## config.mk

```make
export PLATFORM = sky130hd
export DESIGN_NAME = pipe_ctrl
export DESIGN_NICKNAME = d
export VERILOG_FILES = /design/src/rtl/pipe_ctrl.sv
export SDC_FILE = /design/constraint.sdc
export NUM_CORES = 1
export LEC_CHECK = 0
export CAP_MARGIN = 0
export CORE_ASPECT_RATIO = 0.6
export CORE_MARGIN = 1.5
export CORE_UTILIZATION = 45
export CTS_CLUSTER_DIAMETER = 200
export DETAILED_ROUTE_END_ITERATION = 16
export DONT_BUFFER_PORTS = 1
export GPL_ROUTABILITY_DRIVEN = 1
export SLEW_MARGIN = 20
export SYNTH_ARGS = -nofsm -noshare
export SYNTH_HDL_FRONTEND = slang
export SYNTH_SLANG_ARGS = --single-unit
```

## constraint.sdc

```tcl
create_clock -name clk -period 2.2 [get_ports clk]
set_input_delay 0.33 -clock clk [delete_from_list [all_inputs] [get_ports clk]]
set_output_delay 0.33 -clock clk [all_outputs]
set_load 0.02 [all_outputs]
```

## src/rtl/pipe_ctrl.sv

```systemverilog
// rtl/pipe_ctrl.sv - pipeline stall/flush sequencer with divider handshake and stall counter
// Optional divider watchdog enabled by defining PIPE_CTRL_WDT_EN.
module pipe_ctrl #(
  parameter int unsigned DIV_TIMEOUT = 64
) (
  input  logic        clk,
  input  logic        rst,
  input  logic        id_stallreq,
  input  logic        ex_stallreq,
  input  logic        div_req,
  input  logic        div_ready,
  input  logic        flush_req,
  input  logic [31:0] exc_pc,
  output logic [5:0]  stall,
  output logic        flush,
  output logic [31:0] new_pc,
  output logic        div_start,
  output logic        div_cancel,
  output logic        div_timeout,
  output logic [31:0] stall_cnt
);

  typedef enum logic {IDLE = 1'b0, DIV_RUN = 1'b1} state_t;

  localparam logic [5:0]  STALL_NONE = 6'b000000;
  localparam logic [5:0]  STALL_ID   = 6'b000111;
  localparam logic [5:0]  STALL_EX   = 6'b001111;
  localparam logic [15:0] WDT_LAST   = 16'(DIV_TIMEOUT - 1);

  state_t state, state_nxt;
  logic   wdt_fire;

`ifdef PIPE_CTRL_WDT_EN
  logic [15:0] wdt_cnt;
  logic        div_timeout_q;

  // Counter is zero in the first DIV_RUN cycle because it is held clear outside DIV_RUN.
  always_ff @(posedge clk) begin
    if (rst) begin
      wdt_cnt       <= '0;
      div_timeout_q <= 1'b0;
    end else begin
      if (state == DIV_RUN) wdt_cnt <= wdt_cnt + 16'd1;
      else                  wdt_cnt <= '0;
      if (wdt_fire) div_timeout_q <= 1'b1;
    end
  end

  assign wdt_fire    = !rst && (state == DIV_RUN) && (wdt_cnt == WDT_LAST)
                       && !div_ready && !flush_req;
  assign div_timeout = div_timeout_q;
`else
  wire unused_wdt_last = ^WDT_LAST;
  assign wdt_fire    = 1'b0;
  assign div_timeout = 1'b0;
`endif

  always_ff @(posedge clk) begin
    if (rst) state <= IDLE;
    else     state <= state_nxt;
  end

  always_comb begin
    state_nxt = state;
    if (rst || flush_req) begin
      state_nxt = IDLE;
    end else begin
      case (state)
        IDLE:    if (div_req) state_nxt = DIV_RUN;
        DIV_RUN: if (div_ready || wdt_fire) state_nxt = IDLE;
        default: state_nxt = IDLE;
      endcase
    end
  end

  // The instruction stays held in EX during the watchdog cancel cycle; it relaunches next cycle.
  always_comb begin
    stall      = STALL_NONE;
    flush      = 1'b0;
    new_pc     = 32'h0;
    div_start  = 1'b0;
    div_cancel = 1'b0;
    if (rst) begin
      stall = STALL_NONE;
    end else if (flush_req) begin
      flush      = 1'b1;
      new_pc     = exc_pc;
      div_cancel = (state == DIV_RUN);
    end else if (state == IDLE && div_req) begin
      div_start = 1'b1;
      stall     = STALL_EX;
    end else if (state == DIV_RUN) begin
      if (wdt_fire) begin
        div_cancel = 1'b1;
        stall      = STALL_EX;
      end else if (!div_ready) begin
        stall = STALL_EX;
      end
    end else if (ex_stallreq) begin
      stall = STALL_EX;
    end else if (id_stallreq) begin
      stall = STALL_ID;
    end
  end

  always_ff @(posedge clk) begin
    if (rst)           stall_cnt <= 32'h0;
    else if (stall[0]) stall_cnt <= stall_cnt + 32'd1;
  end

endmodule

```

# Word-level counts from Yosys, hierarchy flattened
# Cells that the tools add are included.
[word_totals]
elab_cells = 26
mem_bits_ro = 0
inputBits = 39
memories = 0
out_inout_bits = 74
register_bits = 33
ramBits = 0
latch_bits = 0
[classes]
div_mod_pow = 0
bitwise = 1
shifts = 0
addsub = 1
n_reduce_logical = 3
muxes = 19
eq_ne = 0
order_cmp = 0
multipliers = 0
[op_table]
columns = ["op", "n"]
rows = [
  ["two-way mux 32 bit", 2],
  ["adder 32 x 1 -> 32 bit, second input constant", 1],
  ["two-way mux 6 bit", 4],
  ["two-way mux 1 bit", 9],
  ["two-way mux 4 bit", 2],
  ["two-way mux 3 bit", 1],
  ["one-hot mux 1 bit (2 select lines)", 1],
  ["OR reduction 2 bit", 1],
  ["logical AND 1 bit", 1],
  ["logical OR 1 bit", 1],
  ["inverter 1 bit", 1],
]

# Longest topological paths before layout
[depth]
word_depth = 6
depth_mapped = 8
mapped_depth_nobuf = 6

# Least setup slack after synthesis
# No wires, ideal clock.
[synth_path]
path_type = "register to register"
from = "register stall_cnt[0]"
to = "register stall_cnt[24]"
t_required_ps = 2072
t_arrival_ps = 1942
synth_period_minus_slack_ps = 2069
path_buffers = 1
setup_ps = 128
path_slack_ps = 131
stages_incl_launch_ff = 8
path_cell_list = "dfxtp_1 > ha_1 > nand2_1 > or4_1 > clkbuf_1 > nor4_1 > xnor2_1 > nor2_1"
[synth_between]
elab_chain_len = 1
[synth_rtl]
columns = ["element", "line_no", "source"]
rows = [
  ["from (decl)", "20", "output logic [31:0] stall_cnt"],
  ["from (signal assigned)", "108", "else if (stall[0]) stall_cnt <= stall_cnt + 32'd1;"],
  ["adder 32 x 1 -> 32 bit", "108", ""],
]
# Every way passes these cells.
# A chain may end at the register's enable or synchronous reset.

# Final worst setup path
[layout_path]
from = "register state"
to = "output port stall[0]"
[layout_between]
elab_chain_len = 5
elab_cells_between_ends = 6
cone_classes = "mux (4); bitwise (1); reduce/logical (1)"
[layout_rtl]
columns = ["element", "line_no", "source"]
rows = [
  ["from (decl)", "30", "state_t state, state_nxt;"],
  ["from (signal assigned)", "60", "else state <= state_nxt;"],
  ["inverter 1 bit", "89", "end else if (state == IDLE && div_req) begin"],
  ["logical AND 1 bit", "89", ""],
  ["two-way mux 6 bit (*)", "89", ""],
  ["two-way mux 6 bit (*)", "85", "end else if (flush_req) begin"],
  ["two-way mux 6 bit (*)", "83", "if (rst) begin"],
  ["to (decl)", "14", "output logic [5:0] stall,"],
]
# Every way passes the cells marked *; elsewhere a longest branch is shown, timed or not.

==> run metrics <==
post-synthesis sequential area ratio=35.11%; library cells used by synthesis=31; setup ws final=77.86 ps; vias post-DR=1677; Starting Density=49.15%; Worst R2R Start=state; setup TNS=0 ps; clock skew=5.754 ps; cell row count=17; Final setup viols=0; Hold Vio Cnt, Final=0; die area=4591 um2; worst setup path endpoint=stall[0]; flops & latches, synth=33; Synth async-reset ratio=0%; minimum period implied by the final worst setup slack=2122 ps; nets=306; crit end category=primary output; CP startpoint kind=flip-flop; layout cell share with drive strength beyond 1=17.29%; maximum clock path buffer count=2; Power Total=0.001170 W; largest net degree at the start of global routing=38; kind of critical path=reg -> out; post-route DRC violation count=0; I/O pin total=113; syn avg cell area=7.907 um2; CTS buffer count=5; worst skew pair latency=280 ps; fin crit share=96.46%; Max Freq=471.2 MHz; crit path max fanout=12; Die Width=roughly 86 um; Peak VDD IR=around 0.00030 V; minimum hold slack=113.8 ps; Worst R2R Setup Slack=180 ps; Routed Antenna Nets=0; CP Launch Point=state; Ant. Diodes=0; r2r worst-path depth=5; Ys Warns=0; post-DR wirelength/cell=15.08 um; first-pass GRT wire length=between 7000 and 8000 um; DRT Pass-1 Iters=4; vias in the first global route=1495; Final Max Slew Viols=0; Syn Inst Count=around 240; CP Data Required Time=1870 ps; Root Buffer=clkbuf_8; layout overhead on the synthesized area=18.15%; Core ar.=3829 um2; mapped cell area=1882 um2; Leak Pwr=0.8297 nW; maxcap violations=0; commonest cells after routing, fill and taps aside=nor2_1, and2_1, buf_4, dfxtp_1, xnor2_1; Via-to-Cell Ratio=5.358; Die H=53.09 um; Post-CTS Setup Bufs=0; pwr/cell area=526.3 nW/um2; Placer Congestion=roughly 0.8; CTS tree=yes; worst hold path type=in -> reg; Min-Delay Startpoint=rst; outcome=finished clean; PortBufs=0; RSZ-0062 raised after global routing=false; Post-synth EDFFs=0; CTS clk-pin slew, worst paths=60 ps; CP cell instances=a211o_4 -> or2_2 -> inv_1 -> buf_6; Worst path max stage delay=roughly 430 ps; DP Wirelength=around 3600 um; antenna violations before repair=0; Global Route Usage Sum=19.97%; post-place setup slack=around 150 ps; First DRT Iteration DRCs=107; slowest CP cell=or2_2; Worst EP arrival=1790 ps; Post-Route WL=about 4700 um; Remaining Overflow, GRT=0; clk sinks=33; top_reg_cell synth=dfxtp_1; CTS H-tree lvls=2; most common cell after layout, fill and taps aside=nor2_1; WHS Path Cells=1; Worst R2R End=stall_cnt[27]
[per-layer routing]
layer  up-vias  track usage (%)  part of all wire [%]
li1        850                -                     -
met1       776            27.94                    48
met2        46            29.43                    44
met3         5            6.708                   6.5
met4         0            4.839                  0.76
met5         -                0                     0
[final cells by class]
class                           count  area, um2
Fill cell                         368       1605
Multi-Input combinational cell    185       1132
Sequential cell                    33      660.6
Timing Repair Buffer               34      259.0
Clock buffer                        7      86.33
Tap cell                           47      58.81
Inverter                            7      26.28
[registers in the layout, summed over array words and instances, names as in the netlist]
name,flops
stall_cnt,32
state,1
[synth_stat cells, drive strengths merged (3+ instances only)]
| cell type | count | area share, % |
|---|---|---|
| nor4 | 11 | 4.8 |
| nor2b | 3 | 1.0 |
| a21oi | 6 | 1.6 |
| clkbuf | 8 | 1.6 |
| and2 | 34 | 11 |
| nor3 | 4 | 1.1 |
| buf | 7 | 3.2 |
| inv | 7 | 1.4 |
| xor2 | 7 | 3.3 |
| dfxtp | 33 | 35 |
| or4 | 3 | 1.2 |
| nand3 | 12 | 3.2 |
| nor2 | 38 | 7.6 |
| nand2 | 14 | 2.8 |
| xnor2 | 17 | 7.9 |
| nand4 | 11 | 4.0 |
| or3 | 7 | 2.3 |
| o21ai | 3 | 0.80 |
[logic make-up (layout without fill, tap and decap cells)]
family,Yosys count,count (layout),synth area share (%)
compound gates,14,14,4.920
mux,1,1,0.5984
buf+inv,22,48,6.184
xor+xnor,24,24,11.17
fa+ha+maj,1,1,0.6648
other cells,1,3,0.1993
flops,33,33,35.11
simple gates,142,142,41.16
[how the worst min path moves through the flow]
stage	endpoint	slack, ps
after floorplan	state	490
after global placement	stall_cnt[27]	410
after detailed placement	stall_cnt[29]	410
after CTS	stall_cnt[29]	110
after global routing	stall_cnt[25]	100
final	stall_cnt[8]	110
[power breakdown]
group	internal [W]	switching [W]
registers	0.000601	0.00000286
clock network	0.000248	0.000213
logic	0.0000286	0.0000772
total	0.000877	0.000293
[stage by stage]
step	cells	utilization (%)	instance area, um2
floorplan	240	-	1889
global placement	306	55.26	2116
detailed placement	306	55.26	2116
CTS	313	57.75	2211
global route	313	58.07	2223
finish	313	58.07	2223
[worst max-delay path: cells and delay by family, from the launching register on]
| family | cells | cell delay, ps |
|---|---|---|
| and+or+nand+nor | 1 | 430 |
| AOI/OAI and AO/OA | 1 | 380 |
| DFF | 1 | 370 |
| buffers and inverters | 2 | 330 |
[timing repair]
| action | in CTS | in global routing |
|---|---|---|
| hold buffers | 0 | 0 |
| setup endpoints to repair | 3 | 5 |
| resized for setup | 1 | 2 |
| endpoints found under the hold margin | 0 | 0 |
| cloned | 0 | 0 |
Note: power is estimated with default switching activity, not from simulation.
